## src/rtl/count_mon_pkg.sv

```systemverilog
// Shared types for the counter event monitor: event codes and the packed event record.
package count_mon_pkg;

   localparam int DEF_WIDTH = 8;

   typedef enum logic [1:0] {
      WRAP_UP = 2'd0,
      WRAP_DN = 2'd1,
      THRESH  = 2'd2,
      JUMP    = 2'd3
   } evt_code_t;

   typedef struct packed {
      evt_code_t              code;
      logic [DEF_WIDTH-1:0]   value;
   } evt_t;

endpackage

```

## src/rtl/count_event_monitor_evt_fifo.sv

```systemverilog
// Small registered event FIFO with wrap-around pointers; head visible the cycle after push.
// A push while full is accepted only when a pop happens in the same cycle.
module evt_fifo #(
   parameter int DEPTH = 4,
   parameter int W     = 10
) (
   input  logic         clk,
   input  logic         rst,
   input  logic         push_i,
   input  logic         pop_i,
   input  logic [W-1:0] din_i,
   output logic [W-1:0] dout_o,
   output logic         full_o,
   output logic         empty_o
);

   localparam int AW = $clog2(DEPTH);

   logic [W-1:0]  mem_q [DEPTH];
   logic [AW-1:0] wr_ptr_q, rd_ptr_q;
   logic [AW:0]   cnt_q;
   logic          do_push, do_pop;

   assign empty_o = (cnt_q == '0);
   assign full_o  = (cnt_q == (AW+1)'(DEPTH));
   assign do_pop  = pop_i && !empty_o;
   assign do_push = push_i && (!full_o || do_pop);

   // Empty FIFO presents zeros so the head fields have a defined reset value.
   assign dout_o  = empty_o ? '0 : mem_q[rd_ptr_q];

   always_ff @(posedge clk) begin
      if (rst) begin
         wr_ptr_q <= '0;
         rd_ptr_q <= '0;
         cnt_q    <= '0;
      end else begin
         if (do_push) wr_ptr_q <= wr_ptr_q + AW'(1);
         if (do_pop)  rd_ptr_q <= rd_ptr_q + AW'(1);
         cnt_q <= cnt_q + (AW+1)'(do_push) - (AW+1)'(do_pop);
      end
   end

   always_ff @(posedge clk) begin
      if (do_push) mem_q[wr_ptr_q] <= din_i;
   end

endmodule

```

## src/rtl/count_event_monitor.sv

```systemverilog
// Classifies each counter step (wrap/threshold/jump), queues events, keeps wrap stats and drop flag.
// Event visible one cycle after the step; drained by valid/ready, dropped (sticky flag) when full.
module count_event_monitor
   import count_mon_pkg::*;
#(
   parameter int WIDTH  = DEF_WIDTH,
   parameter int DEPTH  = 4,
   parameter int STAT_W = 8
) (
   input  logic              clk,
   input  logic              rst,
   input  logic [WIDTH-1:0]  q_in,
   input  logic              updown,
   input  logic [WIDTH-1:0]  thresh,
   input  logic              thresh_we,
   input  logic              clr_stats,
   output logic              evt_valid,
   input  logic              evt_ready,
   output logic [1:0]        evt_code,
   output logic [WIDTH-1:0]  evt_value,
   output logic [STAT_W-1:0] wrap_count,
   output logic              evt_drop
);

   localparam logic [WIDTH-1:0] MAX   = '1;
   localparam int               EVT_W = 2 + WIDTH;

   logic [WIDTH-1:0]  q_prev_q, thr_q;
   logic              prev_valid_q;
   logic [STAT_W-1:0] wrap_cnt_q, wrap_cnt_d;
   logic              drop_q, drop_d;

   logic              wrap_up, wrap_dn, thr_hit, jump, is_wrap, det;
   evt_code_t         det_code;
   logic [WIDTH-1:0]  q_inc, q_dec;
   logic              fifo_full, fifo_empty, fifo_pop, fifo_push, drop;
   logic [EVT_W-1:0]  fifo_din, fifo_dout;

   assign q_inc = q_prev_q + WIDTH'(1);
   assign q_dec = q_prev_q - WIDTH'(1);

   always_comb begin
      wrap_up = prev_valid_q && updown  && (q_prev_q == MAX) && (q_in == '0);
      wrap_dn = prev_valid_q && !updown && (q_prev_q == '0) && (q_in == MAX);
      thr_hit = prev_valid_q && (q_in == thr_q) && (q_prev_q != thr_q);
      jump    = prev_valid_q && (q_in != q_prev_q) && (q_in != q_inc) && (q_in != q_dec);
      is_wrap = wrap_up || wrap_dn;
      det     = is_wrap || thr_hit || jump;
      // Wrap beats threshold beats jump when several conditions coincide.
      det_code = WRAP_UP;
      if (wrap_up)      det_code = WRAP_UP;
      else if (wrap_dn) det_code = WRAP_DN;
      else if (thr_hit) det_code = THRESH;
      else if (jump)    det_code = JUMP;
   end

   assign fifo_pop  = evt_valid && evt_ready;
   assign fifo_push = det && (!fifo_full || fifo_pop);
   assign drop      = det && fifo_full && !fifo_pop;
   assign fifo_din  = {det_code, q_in};

   always_comb begin
      wrap_cnt_d = wrap_cnt_q;
      if (clr_stats)
         wrap_cnt_d = is_wrap ? STAT_W'(1) : '0;
      else if (is_wrap && (wrap_cnt_q != '1))
         wrap_cnt_d = wrap_cnt_q + STAT_W'(1);

      drop_d = drop_q;
      if (drop)           drop_d = 1'b1;
      else if (clr_stats) drop_d = 1'b0;
   end

   always_ff @(posedge clk) begin
      if (rst) begin
         q_prev_q     <= '0;
         prev_valid_q <= 1'b0;
         thr_q        <= MAX;
         wrap_cnt_q   <= '0;
         drop_q       <= 1'b0;
      end else begin
         q_prev_q     <= q_in;
         prev_valid_q <= 1'b1;
         if (thresh_we) thr_q <= thresh;
         wrap_cnt_q   <= wrap_cnt_d;
         drop_q       <= drop_d;
      end
   end

   evt_fifo #(.DEPTH(DEPTH), .W(EVT_W)) u_fifo (
      .clk     (clk),
      .rst     (rst),
      .push_i  (fifo_push),
      .pop_i   (fifo_pop),
      .din_i   (fifo_din),
      .dout_o  (fifo_dout),
      .full_o  (fifo_full),
      .empty_o (fifo_empty)
   );

   assign evt_valid  = !fifo_empty;
   assign evt_code   = fifo_dout[EVT_W-1 -: 2];
   assign evt_value  = fifo_dout[WIDTH-1:0];
   assign wrap_count = wrap_cnt_q;
   assign evt_drop   = drop_q;

endmodule

```

## config.mk

```make
export PLATFORM = sky130hd
export DESIGN_NAME = count_event_monitor
export DESIGN_NICKNAME = d
export VERILOG_FILES = /design/src/rtl/count_mon_pkg.sv /design/src/rtl/count_event_monitor_evt_fifo.sv /design/src/rtl/count_event_monitor.sv
export SDC_FILE = /design/constraint.sdc
export NUM_CORES = 1
export LEC_CHECK = 0
export CAP_MARGIN = 25
export CELL_PAD_IN_SITES_DETAIL_PLACEMENT = 1
export CELL_PAD_IN_SITES_GLOBAL_PLACEMENT = 1
export CORE_ASPECT_RATIO = 0.7
export CORE_MARGIN = 2
export CORE_UTILIZATION = 35
export DETAILED_ROUTE_END_ITERATION = 7
export PLACE_DENSITY_LB_ADDON = 0.05
export SYNTH_ARGS = -nofsm -noshare
export SYNTH_HDL_FRONTEND = slang
export SYNTH_SLANG_ARGS = --single-unit
```

## constraint.sdc

```tcl
create_clock -name clk -period 3.6 [get_ports clk]
set_input_delay 1.08 -clock clk [delete_from_list [all_inputs] [get_ports clk]]
set_output_delay 1.08 -clock clk [all_outputs]
set_load 0.02 [all_outputs]
```

==> results.md <==
* Outcome: finished, final reports clean
* Top post-synthesis cells by area: edfxtp_1 33%, dfxtp_1 19%, mux4_2 6.1%, xnor2_1 5.9%, xor2_1 4.3%
* Non-filler instance count after layout at between 500 and 600
* Layout fillers at between 1,000 and 1,500
* Die Y at ~90 um
* CTS tree: done
* RSZ-0062 raised after global routing: no
* Met3 routed WL at around 450 um
* GRT Resource Usage Total at 0.1694
* Die ar. at 0.01137 mm2
* Highest metal layer with signal wires: met4
* Hold crit path type: register to register
* Mean Syn Cell Area at roughly 12 um2
* Post-DP HPWL at ~6700 um
* Share of the synthesized area in the top cell type at 0.3263
* Initial antenna violation count at 0
* Yosys Warn Count at 0
* Fin. max-slew vios at 0
* P_leak at 1.730 nW
* Most common library cell in the layout ignoring fill and taps: edfxtp_1
* Chip Width at around 130 um
* Met2 wire length at approximately 3900 um
* Worst Skew at roughly 0.0062 ns
* Area added between synthesis and finish at 28.42%
* Critical path class: input pin to register
* Worst-path clk slew at 0.06 ns
* Via count at 2,499
* Slew headroom at 0.6438
* Met1 wire length at ~4600 um
* Seq/Total Area, Yosys at 0.5167
* Crit end category: register
* Largest net degree at the start of global routing at 13
* CP required at roughly 3.8 ns
* Nets at 404
* Clock Tree Buf Depth at 2
* Global route total overflow at 0
* CP Max Fanout at 3
* Core Area at between 0.01 and 0.015 mm2
* Inst Count DP at 491
* DR iter-0 viols at 131
* Vias in the first global route at between 2,000 and 3,000
* Top FF cell, synth: edfxtp_1
* Period minus WS final at approximately 3.5 ns
* Inserted Clock Buffers at 9
* Total length of routed wires at approximately 9000 um
* Post-route ant nets at 0
* Starting density of the core at 0.3581
* # port buffers at a little over 40
* Final hold violation count at 0
* Fmax at around 280 MHz
* Drt pass-1 iters at 4
* WL/cell at approximately 18 um
* VDD IR max at between 0.2 and 0.3 mV
* Commonest non-fill, non-tap cells in the layout: 40 x edfxtp_1, 39 x clkdlybuf4s50_1, 35 x dfxtp_1
* Maxcap violations at 0
* Clk sinks at 75
* Final setup viols at 0
* Post-synth EDFFs at 40
* Post-synthesis net count at between 300 and 400
* Register area at roughly 0.0019 mm2
* Post-synth ARST share at 0
* Cell variety after synth at between 50 and 60
* Layout cells sized above 1 at 0.1941
* Post-synth top area cell: edfxtp_1
* Min Hold Slack at around 0.47 ns
* Final period utilization at 0.9820
* WP data arrival at approximately 3.8 ns
* H-tree levels at 3
* Nature of the critical path startpoint: input pin
* Post-synthesis register bit count at 75
* Routed vias/inst at 4.919
* Synth Cell Area at around 0.0037 mm2
* DRC at 0
* Clock Latency Late Sink at ~0.33 ns
* IO Count at 42
* Worst slew pin tran at 0.5335 ns
* Clk root buf: clkbuf_16
* # diodes at 0
* Area occupied by multi-input gates at ~0.0017 mm2
* PD cells at just under 600 mW/mm2
* Cell Rows at 31
* First-pass GRT wire length at between 10,000 and 15,000 um
* GPL Wtd Cong at about 0.81
* Instance count of the mapped netlist at between 300 and 400
-- synth_stat cells (2+ instances only) --
master,count
edfxtp_1,40
dfxtp_1,35
xnor2_1,25
nor2_1,23
xor2_1,18
nand2_1,17
and2_1,11
inv_1,11
nor2b_1,11
ha_1,10
mux4_2,10
nand4_1,10
mux2i_1,9
clkbuf_1,6
and2_2,4
and3_1,4
nand3_1,4
nor3_1,4
buf_6,3
nand4b_1,3
nor3b_1,3
nor4_1,3
o21ai_0,3
or3_1,3
a21oi_1,2
buf_1,2
buf_2,2
o31ai_1,2
or2_2,2
-- layout make-up --
cell class	instances	share of cell area
Clock buffer	10	0.04844
Clock inverter	6	0.01694
Inverter	12	0.009529
Multi-Input combinational cell	204	0.3563
Sequential cell	75	0.4023
Tap cell	132	0.03494
Timing Repair Buffer	69	0.1316
-- critical path: stages --
cell and delay (ns):
clkdlybuf4s50_1 0.46, xnor2_1 0.29, a21oi_1 0.07, or3b_1 0.38, nor4b_2 0.33, a211oi_2 0.12
o21a_4 0.22, ha_1 0.20, fa_1 0.38, xnor2_1 0.17, nor2_1 0.05
-- sequential cells by signal, summed over array words and instances (netlist names), named ones only --
| register | cells |
|---|---|
| u_fifo.cnt_q | 3 |
| wrap_count | 8 |
| prev_valid_q | 1 |
| u_fifo.wr_ptr_q | 2 |
| u_fifo.mem_q | 40 |
| q_prev_q | 8 |
| thr_q | 8 |
| evt_drop | 1 |
| u_fifo.rd_ptr_q | 2 |
-- routing by layer --
layer	up-vias	global-route usage
met5	-	0
met4	0	0.03846
met3	6	0.04821
met2	49	0.2442
met1	1231	0.2521
li1	1213	-
-- kinds of logic after synthesis --
group | after synthesis | share of synthesized area
AND/OR/NAND/NOR | 112 | 0.1740
flip-flops | 75 | 0.5167
XOR/XNOR | 44 | 0.1084
AO/OA/AOI/OAI | 17 | 0.03739
multiplexers | 20 | 0.08974
adder cells (fa/ha/maj) | 11 | 0.03943
buffers and inverters | 26 | 0.03433
-- where the power goes --
part | internal [mW] | switching, mW
Clock | 0.601 | 0.335
Sequential | 0.983 | 0.0589
Combinational | 0.386 | 0.359
Total | 1.97 | 0.754
-- through the flow --
stage	TNS, ns	utilization	total power [mW]	instance area [um2]	setup slack, ns
2_1_floorplan	0	-	1.509	3681	0.1500
3_3_place_gp	-10.56	0.4259	1.805	4378	-0.4130
3_5_place_dp	-15.06	0.4259	1.815	4378	-0.5137
4_1_cts	0	0.4566	2.765	4693	0.006971
5_1_grt	0	0.4599	2.879	4727	0.00004707
6_report	0	0.4599	2.723	4727	0.06496
-- final timing paths --
check / to / slack (ns) / start / depth (start not counted)
setup reg to reg: u_fifo.cnt_q[2] / 0.32 / q_prev_q[1] / 12
hold reg to reg: evt_drop / 0.47 / evt_drop / 2
hold / removal: evt_drop / 0.47 / evt_drop / 2
setup / recovery: u_fifo.cnt_q[2] / 0.06 / q_in[5] / 11
-- what timing repair did --
item                       4_1_cts  5_1_grt
pin swaps                        0        2
gates resized for setup          2        5
hold buffers                     0        0
setup endpoints to repair       12        2
buffers inserted                 0        1
No activity file was read; power rests on OpenSTA's default activity.
